==> src/rtl/page_switcher.sv <==
// page_switcher: debounced next/prev/jump page selection, committed at frame_start,
// with registered routing of buttons to the active page and pixels from it.
module page_switcher #(
    parameter int NUM_PAGES       = 4,
    parameter int BTN_WIDTH       = 16,
    parameter int PIX_WIDTH       = 12,
    parameter int DEBOUNCE_CYCLES = 500000,
    parameter int RESET_PAGE      = 0
) (
    input  logic                           vga_clk,
    input  logic                           vga_rst,
    input  logic                           btn_next,
    input  logic                           btn_prev,
    input  logic                           jump_valid,
    input  logic [2:0]                     jump_page,
    input  logic                           frame_start,
    input  logic [BTN_WIDTH-1:0]           btns_in,
    output logic [NUM_PAGES*BTN_WIDTH-1:0] btns_out,
    input  logic [NUM_PAGES*PIX_WIDTH-1:0] pix_in,
    output logic [PIX_WIDTH-1:0]           pix_out,
    output logic [2:0]                     page_cur,
    output logic                           switch_pending
);
    localparam int CW = $clog2(DEBOUNCE_CYCLES + 1);
    logic [1:0]    raw, lvl, lvl_d, rise;
    logic [CW-1:0] cnt [2];
    logic [2:0]    tgt, base, inc, dec, new_tgt;
    logic          pend, jump_ok, req;
    assign raw            = {btn_prev, btn_next};
    assign rise           = lvl & ~lvl_d;
    assign switch_pending = pend;
    always_ff @(posedge vga_clk) begin
        if (vga_rst) begin
            lvl    <= '0;
            lvl_d  <= '0;
            cnt[0] <= '0;
            cnt[1] <= '0;
        end else begin
            lvl_d <= lvl;
            for (int i = 0; i < 2; i++) begin
                if (raw[i] == lvl[i]) begin
                    cnt[i] <= '0;
                end else if (cnt[i] == CW'(DEBOUNCE_CYCLES - 1)) begin
                    lvl[i] <= raw[i];
                    cnt[i] <= '0;
                end else begin
                    cnt[i] <= cnt[i] + 1'b1;
                end
            end
        end
    end
    // Requests chain off the pending target so several presses within a frame accumulate.
    always_comb begin
        base    = pend ? tgt : page_cur;
        inc     = (base == 3'(NUM_PAGES - 1)) ? 3'd0 : base + 3'd1;
        dec     = (base == 3'd0) ? 3'(NUM_PAGES - 1) : base - 3'd1;
        jump_ok = jump_valid && ({1'b0, jump_page} < 4'(NUM_PAGES));
        req     = jump_ok | rise[0] | rise[1];
        new_tgt = jump_ok ? jump_page : rise[0] ? inc : dec;
    end
    always_ff @(posedge vga_clk) begin
        if (vga_rst) begin
            page_cur <= 3'(RESET_PAGE);
            tgt      <= 3'(RESET_PAGE);
            pend     <= 1'b0;
        end else begin
            if (frame_start && pend)
                page_cur <= tgt;
            if (req) begin
                tgt  <= new_tgt;
                pend <= 1'b1;
            end else if (frame_start) begin
                pend <= 1'b0;
            end
        end
    end
    always_ff @(posedge vga_clk) begin
        if (vga_rst) begin
            btns_out <= '0;
            pix_out  <= '0;
        end else begin
            pix_out <= '0;
            for (int k = 0; k < NUM_PAGES; k++) begin
                btns_out[k*BTN_WIDTH +: BTN_WIDTH] <= (page_cur == 3'(k)) ? btns_in : '0;
                if (page_cur == 3'(k))
                    pix_out <= pix_in[k*PIX_WIDTH +: PIX_WIDTH];
            end
        end
    end
endmodule

==> config.mk <==
export PLATFORM = sky130hd
export DESIGN_NAME = page_switcher
export DESIGN_NICKNAME = d
export VERILOG_FILES = /design/src/rtl/page_switcher.sv
export SDC_FILE = /design/constraint.sdc
export NUM_CORES = 1
export LEC_CHECK = 0
export BUFFER_PORTS_ARGS = -buffer_cell sky130_fd_sc_hd__buf_2
export CAP_MARGIN = 20
export CORE_MARGIN = 10
export CORE_UTILIZATION = 46
export CTS_CLUSTER_SIZE = 24
export DETAILED_ROUTE_END_ITERATION = 10
export GPL_TIMING_DRIVEN = 0
export PLACE_DENSITY = 0.88
export SLEW_MARGIN = 20
export SYNTH_ARGS = -nofsm -noshare
export SYNTH_HDL_FRONTEND = slang
export SYNTH_SLANG_ARGS = --single-unit
==> constraint.sdc <==
create_clock -name vga_clk -period 2.4 [get_ports vga_clk]
set_input_delay 0.24 -clock vga_clk [delete_from_list [all_inputs] [get_ports vga_clk]]
set_output_delay 0.24 -clock vga_clk [all_outputs]
set_load 0.005 [all_outputs]
Yosys cells after proc, flatten, opt, wreduce, memory -nomap -nowiden

Memory sizes are Yosys's and may differ from the RTL's.
Cells that the tools add are included.
W data, S select, Z words.

Add/subtract/negate cells: 4
$lt $le $gt $ge: 1
Equality and inequality tests: 8
Mux-type cells: 41
Bitwise logic cells: 16
Reduce and logical (&&, ||, !) cells: 11

Operator list:

| kind                    | count |
|---|---|
| $mux W19                | 6 |
| $mux W12                | 4 |
| $add A19 B1 Y19 const B | 2 |
| $eq A19 B19 Y1 const B  | 2 |
| $mux W1                 | 26 |
| $mux W3                 | 5 |
| $eq A3 B2 Y1 const B    | 3 |
| $or A1 B1 Y1            | 8 |
| $reduce_or A2 Y1        | 4 |
| $logic_not A3 Y1        | 2 |
| $not A1 Y1              | 6 |
| $reduce_and A2 Y1       | 2 |
| $add A3 B1 Y3 const B   | 1 |
| $eq A3 B1 Y1 const B    | 1 |
| $lt A3 B3 Y1 const B    | 1 |
| $sub A3 B1 Y3 const B   | 1 |
| $and A2 B2 Y2           | 1 |
| $eq A1 B1 Y1            | 2 |
| $logic_and A1 B1 Y1     | 2 |
| $not A2 Y2              | 1 |
| $reduce_bool A2 Y1      | 1 |

Register bits: 87
RAM bits: 38
Input bits: 73
Output and inout bits: 80
Word-level logic and storage cells: 93
Memories kept: 1

Memory list:

| name | words | width | rd ports | clocked after Yosys merged registers in | wr ports | RTL line | RTL |
|---|---|---|---|---|---|---|---|
| cnt  | 2     | 19    | 2        | 0                                       | 2        | 26       | `logic [CW-1:0] cnt [2];` |

Longest topological paths before layout

Depth after elaboration: 7
Gate-level depth with buffers: 8
Gate-level depth less buffers: 6

Worst setup path before layout

Ideal clock, no wire load.

Path kind: register -> register
From: memory cnt[0][11] in the netlist's numbering
To: memory cnt[0][12] in the netlist's numbering, data pin
Setup time: 254 ps
Arrival: 2010 ps
Required time: 2146 ps
Setup slack: 135 ps
Stages on the path, launching flop included: 7
Buffers on the path: 2
Clock period less this slack: 2265 ps
Cells stage by stage: edfxtp_1 -> buf_6 -> or4b_1 -> or4_4 -> o21bai_2 -> buf_4 -> nor2_1

RTL lines:

| item               | RTL line |
|---|---|
| start: declaration | 26 |

==> metrics.md <==
| Metric | Value |
|---|---|
| Initial antenna violation count | 1 |
| CP max FO | 10 |
| GRT busiest layer | met2 |
| Number of enable flip-flop cells after synthesis | 38 |
| Slew HR | 0.617 |
| Vias in the first global route | ~4400 |
| WL/cell | roughly 17 µm |
| Area of the multi-input gates | approximately 2200 µm² |
| H-tree depth | 4 |
| Sequential share of power | 0.475 |
| RSZ-0062 raised after global routing | true |
| Seq. cell area | 2880 µm² |
| Largest net degree at the start of global routing | 17 |
| Largest family of logic cells by synthesized area | simple AND/OR/NAND/NOR gates |
| Multiplexer area fraction after synthesis | 0.0414 |
| Kind of critical path | register to register |
| Final Skew | about 11 ps |
| Net Sw Power | 1150 µW |
| Placer Congestion | around 0.81 |
| Setup crit start kind | register |
| Pwr Density | around 690 nW/µm² |
| Net Sw Frac | 0.237 |
| Pwr Total | 4840 µW |
| DIE AREA | 15400 µm² |
| Fraction of the mapped netlist area in adder cells | 0.0126 |
| Yosys reg bits | ~130 |
| WP data arrival | between 2000 and 3000 ps |
| Leakage | 0.00309 µW |
| Critical path data required time | about 2700 ps |
| Post-Syn Area | 4980 µm² |
| R2r setup slk | between 50 and 60 ps |
| Syn Area/Cell | 10.7 µm² |
| Synth Area in XOR/XNOR | 0.0545 |
| Final Non-Filler Cells | roughly 860 |
| Starting Density | 0.476 |
| Endpoints failing setup | 0 |
| Synth-to-Final Area Change | 40.1% |
| Vias | about 4300 |
| Cell row count | 37 |
| CTS tree | done |
| Sequential element share of the synthesized area | 0.578 |
| Global route overflow | 0 |
| Skew-Pair Late Insertion Delay | approximately 520 ps |
| Fin crit period | approximately 2300 ps |
| Clk root buf | clkbuf_8 |
| Gate count of the mapped netlist | around 470 |
| Ys flop type | dfxtp_1 |
| Count of antenna-violating nets left after detailed routing | 0 |
| Initial DRC count | 185 |
| CP Capture Type | register |
| Synth warn | 0 |
| Vias per inst | 5.00 |
| I/O pin cnt | roughly 150 |
| Total CTS buffers | 17 |
| Residual DRC | 0 |
| First-pass GRT wire length | roughly 22000 µm |
| Clk sinks | 125 |
| Slew @ Worst Pin | about 570 ps |
| Clock power share | 0.455 |
| Max-cap violations | 0 |
| Peak VDD IR | 0.534 mV |
| FILL cells | a little under 800 |
| Hpwl dp | 10100 µm |
| Fmax | roughly 430 MHz |
| CTS clk-pin slew, worst paths | 50 ps |
| Die H | about 120 µm |
| Simple-Gate Fraction of Synth Area | 0.235 |
| DP Cell Count | 794 |
| Worst hold slack | between 8 and 9 ps |
| Yosys cell types | 40 |
| Pre-CTS setup slack | -156 ps |
| Clock Tree Buf Depth | 2 |
| Post-Route Setup TNS | 0 ps |
| Fraction of registers with async set/reset | 0 |
| Logic pwr share | 0.069 |
| Die Wd | approximately 120 µm |
| Port Buffers | about 150 |
| Fin. Hold Viols | 0 |
| Global Route met3 Usage | 0.0466 |
| Hold crit path type | primary input to register |
| Global Route met2 Usage | 0.330 |
| GRT Total Usage | 0.180 |
| TritonRoute pass-1 iters | 5 |
| Status | completed |
| GR Layer Usage met1 | 0.179 |
| Layout Nets | just under 800 |
| Slew Limit Fails | 0 |
| Core area | roughly 10000 µm² |
| Final setup margin | just over 50 ps |
| Synth Area in Compound Gates | 0.0547 |
| Int Power | around 3700 µW |
| Total Wirelength | 14300 µm |
| Period utilization | 0.978 |
| Layout cells sized above 1 | 0.300 |
## through the flow
stage | instance area (µm²) | util
after floorplan | 5120 | -
after global placement | 6050 | 0.578
after detailed placement | 6070 | 0.581
after CTS | 6920 | 0.661
after global routing | 6990 | 0.668
final | 6990 | 0.668
## Yosys cell counts (6+ instances only)
library cell	number	area, µm²
nand3_1	13	65.1
nand2_1	18	67.6
dfxtp_1	87	1740
clkbuf_1	17	63.8
nor2_1	53	199
o22ai_1	12	75.1
o21ai_0	17	85.1
xnor2_1	16	140
xor2_1	15	131
nand2b_1	7	43.8
nor4_1	6	37.5
nand4_1	14	87.6
mux2_2	13	146
inv_1	7	26.3
a21oi_1	10	50.1
nor3_1	7	35.0
edfxtp_1	38	1140
and2_1	65	407
mux2i_1	6	60.1
## kinds of logic after synthesis
logic type	count (synthesis)
adders and majority gates	5
muxes	19
DFF	125
and+or+nand+nor	213
buffers and inverters	27
other	1
AOI/OAI and AO/OA	47
xor gates and xnor gates	31
## flip-flops by register name, summed over array words and instances (netlist names)
register and count:
lvl 2, pix_out 12, page_cur 3, tgt 3
cnt 38, switch_pending 1, lvl_d 2, btns_out 64
## routing by layer
layer,routed length [µm],share of wire,vias up
met1,5080,0.36,2058
met4,585,0.041,0
met3,775,0.054,52
met5,0,0,-
li1,-,-,2079
met2,7850,0.55,131
## power by group through the flow
| stage | clock network, µW | registers, µW | logic (µW) |
|---|---|---|---|
| 3_5_place_dp | 0 | 2340 | 276 |
| 2_1_floorplan | 0 | 2340 | 138 |
| 4_1_cts | 2230 | 2300 | 323 |
| 3_3_place_gp | 0 | 2340 | 265 |
| 5_1_grt | 2320 | 2310 | 368 |
| 6_report | 2200 | 2300 | 334 |
## final timing paths
| path | start | to | cells past startpoint |
|---|---|---|---|
| max | cnt[0][12] | cnt[0][15] | 5 |
| min | pix_in[47] | pix_out[11] | 3 |
| max reg2reg | cnt[0][12] | cnt[0][15] | 5 |
| min reg2reg | tgt[1] | page_cur[1] | 2 |
## cells in the final DEF, fill, tap and decap left out, types with 4 or more instances in the layout
| master | Yosys | final |
|---|---|---|
| inv_1 | 7 | 7 |
| nor3_1 | 7 | 6 |
| mux2_2 | 13 | 13 |
| ha_1 | 5 | 5 |
| conb_1 | 1 | 38 |
| xnor2_1 | 16 | 16 |
| a21oi_1 | 10 | 10 |
| nand3_1 | 13 | 13 |
| and2_1 | 65 | 65 |
| buf_4 | 1 | 8 |
| o22ai_1 | 12 | 12 |
| clkbuf_1 | 17 | 13 |
| o21ai_0 | 17 | 17 |
| clkinv_2 | 0 | 5 |
| buf_2 | 0 | 152 |
| nor2_1 | 53 | 53 |
| mux2i_1 | 6 | 6 |
| nand2b_1 | 7 | 7 |
| nor4_1 | 6 | 5 |
| dlygate4sd3_1 | 0 | 32 |
| inv_4 | 0 | 4 |
| dfxtp_1 | 87 | 87 |
| nand2_1 | 18 | 18 |
| or3_1 | 4 | 4 |
| xor2_1 | 15 | 15 |
| clkbuf_16 | 0 | 16 |
| nand4_1 | 14 | 14 |
| nor2b_1 | 5 | 5 |
| or4_1 | 4 | 4 |
| edfxtp_1 | 38 | 38 |
| clkinv_4 | 0 | 4 |
## what timing repair did
item / 4_1_cts / 5_1_grt
pin swaps: 0 / 3
buffers inserted: 0 / 7
gates resized for setup: 3 / 7
endpoints found under the hold margin: 72 / 0
endpoints found under the setup margin: 20 / 34
hold buffers: 32 / 0
## worst max-delay path, stage by stage (launching register included)
cell	delay, ps
edfxtp_1	480
or4b_1	550
or4_4	580
o21bai_4	270
buf_6	170
nor2_1	50
## final cells by class
type                            count  area share
Inverter                            7     0.00376
Antenna cell                        1    0.000358
Timing Repair Buffer              192       0.163
Clock buffer                       18      0.0598
Clock inverter                     14      0.0134
Multi-Input combinational cell    353       0.310
Buffer                             18      0.0124
Sequential cell                   125       0.413
Tap cell                          136      0.0244
No activity file was read; power rests on OpenSTA's default activity.
